<file path="config.mk">
export PLATFORM = sky130hd
export DESIGN_NAME = uart_tx_fifo_flat
export DESIGN_NICKNAME = d
export VERILOG_FILES = /design/src/rtl/uart_tx_fifo_if.sv /design/src/rtl/uart_tx_fifo.sv /design/src/flat_wrapper.sv
export SDC_FILE = /design/constraint.sdc
export NUM_CORES = 1
export LEC_CHECK = 0
export ABC_AREA = 1
export ABC_CLOCK_PERIOD_IN_PS = 1900
export CORE_UTILIZATION = 40
export CTS_BUF_LIST = sky130_fd_sc_hd__clkbuf_8 sky130_fd_sc_hd__clkbuf_16
export DETAILED_ROUTE_END_ITERATION = 7
export PLACE_DENSITY = 0.66
export REMOVE_ABC_BUFFERS = 1
export SETUP_SLACK_MARGIN = 0.15
export SLEW_MARGIN = 10
export SYNTH_ARGS = -nofsm -noshare
export SYNTH_HDL_FRONTEND = slang
export SYNTH_SLANG_ARGS = --single-unit
</file>
<file path="constraint.sdc">
create_clock -name sys_clk -period 1.9 [get_ports sys_clk]
set_clock_uncertainty 0.05 [all_clocks]
set_input_delay 0.475 -clock sys_clk [delete_from_list [all_inputs] [get_ports sys_clk]]
set_output_delay 0.475 -clock sys_clk [all_outputs]
set_load 0.005 [all_outputs]
</file>
<file path="src/rtl/uart_tx_fifo_if.sv">
// Producer-side bundle of the buffered UART transmitter: write strobe, queue status
// and the serial line itself.
interface uart_tx_fifo_if #(
  parameter int fifo_depth = 16
);
  localparam int cnt_w = $clog2(fifo_depth) + 1;

  logic [7:0]       wr_data;
  logic             wr_en;
  logic             full;
  logic             overflow;
  logic [cnt_w-1:0] fifo_cnt;
  logic             tx_busy;
  logic             data_tx;

  modport master (
    output wr_data, wr_en,
    input  full, overflow, fifo_cnt, tx_busy, data_tx
  );

  modport slave (
    input  wr_data, wr_en,
    output full, overflow, fifo_cnt, tx_busy, data_tx
  );
endinterface

</file>
<file path="src/rtl/uart_tx_fifo.sv">
// Buffered UART transmitter: bytes are queued in a power-of-two FIFO and shifted out
// LSB first as back-to-back 8N1 (or 8E1) frames on a registered serial line.
module uart_tx_fifo #(
  parameter int baud_cnt   = 868,
  parameter int fifo_depth = 16,
  parameter bit parity_en  = 1'b0
) (
  input logic           sys_clk,
  input logic           sys_rst_n,
  uart_tx_fifo_if.slave tx_if
);
  localparam int ptr_w = $clog2(fifo_depth);
  localparam int cnt_w = ptr_w + 1;
  localparam int tim_w = $clog2(baud_cnt);
  localparam logic [tim_w-1:0] tim_last = tim_w'(baud_cnt - 1);
  localparam logic [cnt_w-1:0] cnt_full = cnt_w'(fifo_depth);

  typedef enum logic [2:0] {IDLE, START, DATA, PARITY, STOP} state_t;

  logic [7:0]       mem [fifo_depth];
  logic [ptr_w-1:0] wr_ptr;
  logic [ptr_w-1:0] rd_ptr;
  logic [cnt_w-1:0] cnt;
  logic [cnt_w-1:0] cnt_nxt;
  logic             full_q;
  logic             overflow_q;
  state_t           state;
  logic [tim_w-1:0] btim;
  logic [2:0]       bidx;
  logic [7:0]       sh;
  logic             data_tx_q;
  logic             tx_busy_q;
  logic             line_bit;
  logic             wr_acc;
  logic             pop;
  logic             bit_end;

  function automatic logic even_parity(input logic [7:0] b);
    return ^b;
  endfunction

  // full is the registered flag, so a pop in the same cycle cannot rescue a write
  assign wr_acc  = tx_if.wr_en && !full_q;
  assign bit_end = (btim == tim_last);
  assign pop     = (cnt != '0) && ((state == IDLE) || ((state == STOP) && bit_end));

  always_comb begin
    cnt_nxt = cnt;
    if (wr_acc && !pop)
      cnt_nxt = cnt + cnt_w'(1);
    else if (!wr_acc && pop)
      cnt_nxt = cnt - cnt_w'(1);
  end

  always_comb begin
    line_bit = 1'b1;
    case (state)
      START:   line_bit = 1'b0;
      DATA:    line_bit = sh[bidx];
      PARITY:  line_bit = even_parity(sh);
      default: line_bit = 1'b1;
    endcase
  end

  always_ff @(posedge sys_clk) begin
    if (!sys_rst_n) begin
      wr_ptr     <= '0;
      rd_ptr     <= '0;
      cnt        <= '0;
      full_q     <= 1'b0;
      overflow_q <= 1'b0;
    end else begin
      if (wr_acc)
        wr_ptr <= wr_ptr + ptr_w'(1);
      if (pop)
        rd_ptr <= rd_ptr + ptr_w'(1);
      cnt        <= cnt_nxt;
      full_q     <= (cnt_nxt == cnt_full);
      overflow_q <= tx_if.wr_en && full_q;
    end
  end

  always_ff @(posedge sys_clk) begin
    if (wr_acc)
      mem[wr_ptr] <= tx_if.wr_data;
    if (pop)
      sh <= mem[rd_ptr];
  end

  // Line and busy flag are registered from the state, so they trail it by one clock
  always_ff @(posedge sys_clk) begin
    if (!sys_rst_n) begin
      state     <= IDLE;
      btim      <= '0;
      bidx      <= '0;
      data_tx_q <= 1'b1;
      tx_busy_q <= 1'b0;
    end else begin
      data_tx_q <= line_bit;
      tx_busy_q <= (state != IDLE);
      case (state)
        IDLE: begin
          btim <= '0;
          if (pop)
            state <= START;
        end
        START: begin
          if (bit_end) begin
            btim  <= '0;
            bidx  <= '0;
            state <= DATA;
          end else begin
            btim <= btim + tim_w'(1);
          end
        end
        DATA: begin
          if (bit_end) begin
            btim <= '0;
            if (bidx == 3'd7)
              state <= parity_en ? PARITY : STOP;
            else
              bidx <= bidx + 3'd1;
          end else begin
            btim <= btim + tim_w'(1);
          end
        end
        PARITY: begin
          if (bit_end) begin
            btim  <= '0;
            state <= STOP;
          end else begin
            btim <= btim + tim_w'(1);
          end
        end
        STOP: begin
          if (bit_end) begin
            btim  <= '0;
            state <= pop ? START : IDLE;
          end else begin
            btim <= btim + tim_w'(1);
          end
        end
        default: state <= IDLE;
      endcase
    end
  end

  assign tx_if.full     = full_q;
  assign tx_if.overflow = overflow_q;
  assign tx_if.fifo_cnt = cnt;
  assign tx_if.tx_busy  = tx_busy_q;
  assign tx_if.data_tx  = data_tx_q;
endmodule

</file>
<file path="src/flat_wrapper.sv">
// flat-port wrapper written by rule: the top's interface ports become plain ports
module uart_tx_fifo_flat 
#(
  parameter int baud_cnt   = 868,
  parameter int fifo_depth = 16,
  parameter bit parity_en  = 1'b0
)
  (sys_clk, sys_rst_n, tx_if_wr_data, tx_if_wr_en, tx_if_full, tx_if_overflow, tx_if_fifo_cnt, tx_if_tx_busy, tx_if_data_tx);
  uart_tx_fifo_if #(.fifo_depth(fifo_depth)) tx_if_i ();
  input logic sys_clk;
  input logic sys_rst_n;
  input wire logic [$bits(tx_if_i.wr_data)-1:0] tx_if_wr_data;
  input wire logic [$bits(tx_if_i.wr_en)-1:0] tx_if_wr_en;
  output wire logic [$bits(tx_if_i.full)-1:0] tx_if_full;
  output wire logic [$bits(tx_if_i.overflow)-1:0] tx_if_overflow;
  output wire logic [$bits(tx_if_i.fifo_cnt)-1:0] tx_if_fifo_cnt;
  output wire logic [$bits(tx_if_i.tx_busy)-1:0] tx_if_tx_busy;
  output wire logic [$bits(tx_if_i.data_tx)-1:0] tx_if_data_tx;
  assign tx_if_i.wr_data = tx_if_wr_data;
  assign tx_if_i.wr_en = tx_if_wr_en;
  assign tx_if_full = tx_if_i.full;
  assign tx_if_overflow = tx_if_i.overflow;
  assign tx_if_fifo_cnt = tx_if_i.fifo_cnt;
  assign tx_if_tx_busy = tx_if_i.tx_busy;
  assign tx_if_data_tx = tx_if_i.data_tx;
  uart_tx_fifo #(.baud_cnt(baud_cnt), .fifo_depth(fifo_depth), .parity_en(parity_en)) u_core (.sys_clk(sys_clk), .sys_rst_n(sys_rst_n), .tx_if(tx_if_i));
endmodule
</file>
Word level (Yosys, flattened, before mapping)

Memory sizes are Yosys's and may differ from the RTL's. A register that Yosys moved wholly into a read port is not among the register bits.
Index checks and enable logic that the tools add are counted.
Widths: inputs -> output; s select.

Register bits after elaboration: 33
Bits in latches: 0
Memory bits (writable): 128
Bits in read-only memories: 0
Bits of input ports: 11
Output and inout bits: 9
Word-level logic and storage cells: 72
Memories: 1

Memories:

| name       | words | width | rd ports | clocked after Yosys merged registers in | wr ports | line               | source |
|---|---|---|---|---|---|---|---|
| u_core.mem | 16    | 8     | 1        | 1                                       | 1        | uart_tx_fifo.sv:20 | `logic [7:0] mem [fifo_depth];` |

$add $sub $neg: 6
Multiply operators: 0
Divide/modulo/power cells: 0
Order comparisons: 1
Equality and inequality tests: 14
Shift operators: 0
Muxes and demuxes: 21
Bitwise logic cells: 0
Reduce and logical (&&, ||, !) cells: 19

Operator list:

| cell                  | number |
|---|---|
| $mux 3                | 9 |
| $pmux 10 s2           | 1 |
| $pmux 3 s5            | 1 |
| $ne 2x1->1 const B    | 6 |
| $add 10x1->10 const B | 1 |
| $eq 10x10->1 const B  | 1 |
| $mux 10               | 1 |
| $mux 5                | 2 |
| $add 4x1->4 const B   | 2 |
| $reduce_xor 8->1      | 1 |
| $eq 3x2->1 const B    | 2 |
| $eq 3x3->1 const B    | 2 |
| $logic_and 1x1->1     | 6 |
| $pmux 3 s2            | 1 |
| $reduce_and 6->1      | 1 |
| $add 5x1->5 const B   | 1 |
| $eq 5x5->1 const B    | 1 |
| $reduce_bool 5->1     | 1 |
| $sub 5x1->5 const B   | 1 |
| $lt 3x4->1 const B    | 1 |
| $mux 1                | 4 |
| $reduce_and 4->1      | 1 |
| $reduce_bool 2->1     | 2 |
| $reduce_or 4->1       | 1 |
| 9 further kinds       | 11 |

Logic depth before layout (Yosys ltp)

Depth in word-level cells: 8
Mapped depth: 13
Depth with buffers taken out: 13

Least setup slack after synthesis

No wires, ideal clock.

Path type: input port to flip-flop
Start: in tx_if_wr_en
End: mem u_core.mem[3][0], enable pin
Library setup time: 0.370 ns
Arrival time: 1.459 ns
Data required time: 1.480 ns
Setup slack: 0.021 ns
Stages on the path: 6
Buffers on the path: 0
Cell sequence: inv_1 > nor2_4 > inv_1 > nor2_1 > nand2_1 > nor2_1

Cells in the longest elaborated chain, start to end: 3

RTL lines:

| element                      | line               | source |
|---|---|---|
| start, declared              | flat_wrapper.sv:13 | `input wire logic [$bits(tx_if_i.wr_en)-1:0] tx_if_wr_en;` |
| $logic_and 1x1->1            | uart_tx_fifo.sv:43 | `assign wr_acc = tx_if.wr_en && !full_q;` |
| $mux 1                       | uart_tx_fifo.sv:84 | `if (wr_acc)` |
| $mux 1 (implied by the code) | uart_tx_fifo.sv:85 | `mem[wr_ptr] <= tx_if.wr_data;` |
| end, declared                | uart_tx_fifo.sv:20 |  |

No other way between the ends.

Final worst setup path

Start: reg u_core.bidx[0]
End: reg u_core.bidx[1]

Cells in the longest elaborated chain, start to end: 4
Elaborated cells between the ends (all ways): 7
Those cells by class: add/sub: 1; eq/ne: 2; mux: 3; reduce/logical: 1

RTL lines:

| element                | line                | source |
|---|---|---|
| start, declared        | uart_tx_fifo.sv:29  | `logic [2:0] bidx;` |
| start signal, assigned | uart_tx_fifo.sv:122 | `bidx <= bidx + 3'd1;` |
| $add 3x1->3            | uart_tx_fifo.sv:122 |  |
| $mux 3                 | uart_tx_fifo.sv:119 | `if (bidx == 3'd7)` |
| $mux 3                 | uart_tx_fifo.sv:117 | `if (bit_end) begin` |
| $pmux 3 s2             | uart_tx_fifo.sv:101 | `case (state)` |

Parallel ways exist; a longest one is shown, timed or not. The select of a mux whose other input is x is not followed.
A chain may end at the register's enable or synchronous reset.

==> results.tsv <==
metric	value	unit
final max-slew violation count	0	
crit path max fanout	7	
CP max stage delay	0.37	ns
critical path class	flip-flop to flip-flop	
Filler cells	1495	
hold path cells	3	
Site Rows	48	
wire length per cell	17.5	um
post-synthesis register bit count	169	
status	complete, no violations	
die area	18400	um^2
Starting DRT DRC Count	472	
vias in the first global route	4832	
Slew @ Worst Pin	0.400	ns
post-route insts no fill	935	
placed cells	897	
Hold Path Class	input port to flip-flop	
core footprint	17400	um^2
GRT Resource Usage Total	0.191	
# H-tree levels	4	
Mapped Cells	633	
pwr dens	1320	nW/um^2
number of diodes	0	
Peak VDD IR	0.723	mV
Post-DP Area	7910	um^2
Synth cell types	37	
Leak	3.07	nW
via/cell ratio	5.46	
endpoints failing setup	0	
Overflow after GRT	0	
NumNets Final	719	
largest net degree at the start of global routing	65	
Max Clk Rate	0.583	GHz
DRT Wirelength	16.4	mm
maximum clock path buffer count	2	
port bufs	19	
clk root buf	clkbuf_16	
Initial Utilization	0.411	
CP Data Arrival Time	2.02	ns
r2r worst-path depth	7	
power after layout	11.5	mW
antenna violations before repair	0	
First-pass DRT Iterations	5	
synth warn	0	
die height	136	um
CP startpoint kind	flip-flop	
Routed Antenna Nets	0	
post-synthesis sequential area ratio	0.665	
period utilization	0.903	
max_cap viols	0	
later-pin clock latency in the skew report	0.42	ns
crit end category	flip-flop	
CP max stage cell	dfxtp_1	
Area growth syn-to-layout	21.6	%
GPL Wtd Cong	0.891	
unrepaired setup endpoints after global routing	yes	
Die W	136	um
Remaining DRCs	0	
CTS tree	done	
fraction of layout cells with a size suffix above 1	0.179	
vias	5102	
worst-path cell chain	ha_1, ha_1, nor4_2, nor2_1, nor2_1, nand3_1, a21oi_1	
Final Hold Viols	0	
num ports	20	
Tmin final	1.72	ns
DPL Wire Length	11.1	mm
Design Area, Final	8670	um^2
synthesized area	7130	um^2
Syn Area/Cell	11.3	um^2
Clock Pin Slew Worst Setup and Hold Paths	0.06	ns
total CTS buffers	17	
first-pass GRT wire length	26.1	mm
CP required	2.21	ns
clock sinks	169	
Slew headroom	0.731	
-- final timing paths --
kind                                end  slack [ns]            from
hold reg to reg          u_core.btim[0]        0.44  u_core.btim[0]
setup reg to reg         u_core.bidx[1]        0.18  u_core.bidx[0]
hold / removal    u_core.tx_if.overflow        0.30     tx_if_wr_en
setup / recovery         u_core.bidx[1]        0.18  u_core.bidx[0]
-- worst max-delay path: cells and delay by family (launching register included) --
family,cells,cell delay [ns]
simple gates,4,0.67
fa+ha+maj,2,0.41
flops,1,0.37
compound gates,1,0.14
-- cell usage after synthesis --
master,instances,area share
nand2_8,1,0.0028
and3_1,2,0.0018
nor4_1,1,0.00088
nand2_1,64,0.034
xor2_1,6,0.0074
buf_2,2,0.0014
clkbuf_1,26,0.014
o21ai_0,81,0.057
a211oi_1,4,0.0042
nor2_4,1,0.0016
ha_1,11,0.019
nor2_2,4,0.0035
o221a_2,1,0.0016
o32ai_1,1,0.0012
a31oi_1,1,0.00088
nand3_1,24,0.017
nand4_1,3,0.0026
inv_2,4,0.0021
nor3_1,4,0.0028
clkinv_1,2,0.0011
o22ai_1,8,0.0070
inv_1,29,0.015
o211ai_1,8,0.0084
o21ai_1,3,0.0021
nor3b_1,1,0.0011
dfxtp_1,33,0.093
nor2_1,112,0.059
a21oi_1,20,0.014
o221ai_1,25,0.031
nand2_4,2,0.0032
nand2_2,2,0.0018
a21oi_4,1,0.0023
xnor2_1,6,0.0074
a221oi_1,2,0.0025
nand3_4,1,0.0025
nand3_2,1,0.0014
edfxtp_1,136,0.57
-- state kept, by name (all words and copies together) (netlist names) --
signal,count
u_core.bidx,3
u_core.tx_if.full,1
u_core.tx_if.fifo_cnt,5
u_core.btim,10
u_core.wr_ptr,4
u_core.tx_if.overflow,1
u_core.tx_if.data_tx,1
u_core.tx_if.tx_busy,1
u_core.state,3
u_core.mem,128
u_core.rd_ptr,4
u_core.sh,8
-- power breakdown --
group | internal, mW | switching, mW
Clock | 2.23 | 1.47
Combinational | 1.24 | 1.99
Sequential | 4.35 | 0.198
Total | 7.83 | 3.66
-- logic make-up after synthesis --
| kind of cell | after synthesis | share of synthesized area |
|---|---|---|
| xor+xnor | 12 | 0.0147 |
| compound gates | 155 | 0.132 |
| fa+ha+maj | 11 | 0.0193 |
| flops | 169 | 0.665 |
| buf+inv | 63 | 0.0335 |
| simple gates | 223 | 0.135 |
-- layout by cell type, fill, tap and decap left out, types with 9 or more instances in the layout --
| cell | n |
|---|---|
| o221ai_1 | 25 |
| ha_1 | 9 |
| nor2_1 | 109 |
| dfxtp_1 | 24 |
| clkdlybuf4s50_1 | 9 |
| o21ai_0 | 78 |
| inv_1 | 26 |
| clkbuf_16 | 17 |
| edfxtp_1 | 136 |
| a21oi_1 | 20 |
| nand3_1 | 23 |
| nand2_1 | 60 |
| buf_4 | 50 |
-- stage by stage --
| stage | utilization | worst slack (ns) | hold slack [ns] | TNS (ns) |
|---|---|---|---|---|
| final | 0.500 | 0.185 | 0.301 | 0 |
| after global routing | 0.500 | 0.0584 | 0.313 | 0 |
| after CTS | 0.494 | 0.0269 | 0.406 | 0 |
| after detailed placement | 0.456 | -0.286 | 0.439 | -25.37 |
| after global placement | 0.456 | -0.259 | 0.422 | -22.59 |
| after floorplan | - | -1.18 | 0.411 | -11.20 |
-- per-layer routing --
| layer | track usage | vias to the layer above | wire length (um) |
|---|---|---|---|
| met5 | 0 | - | 0 |
| met4 | 0.0562 | 0 | 193 |
| met3 | 0.0475 | 23 | 1170 |
| met2 | 0.297 | 225 | 7600 |
| met1 | 0.264 | 2445 | 7440 |
| li1 | - | 2409 | - |
-- area by class of cell --
cell class / instances / area, um^2 / share of cell area
clock buffer: 17 / 425 / 0.0491
inverter: 35 / 138 / 0.0159
tap: 225 / 282 / 0.0325
multi-input combinational: 401 / 2210 / 0.254
clock inverter: 15 / 218 / 0.0251
timing repair buffer: 73 / 641 / 0.0739
sequential: 169 / 4760 / 0.549
-- timing repair --
| action | 4_1_cts | 5_1_grt |
|---|---|---|
| pin swaps | 0 | 9 |
| gates resized for setup | 22 | 22 |
| endpoints found under the setup margin | 17 | 62 |
| hold buffers | 0 | 0 |
| buffers inserted | 1 | 5 |
(Power assumes the default switching activity.)
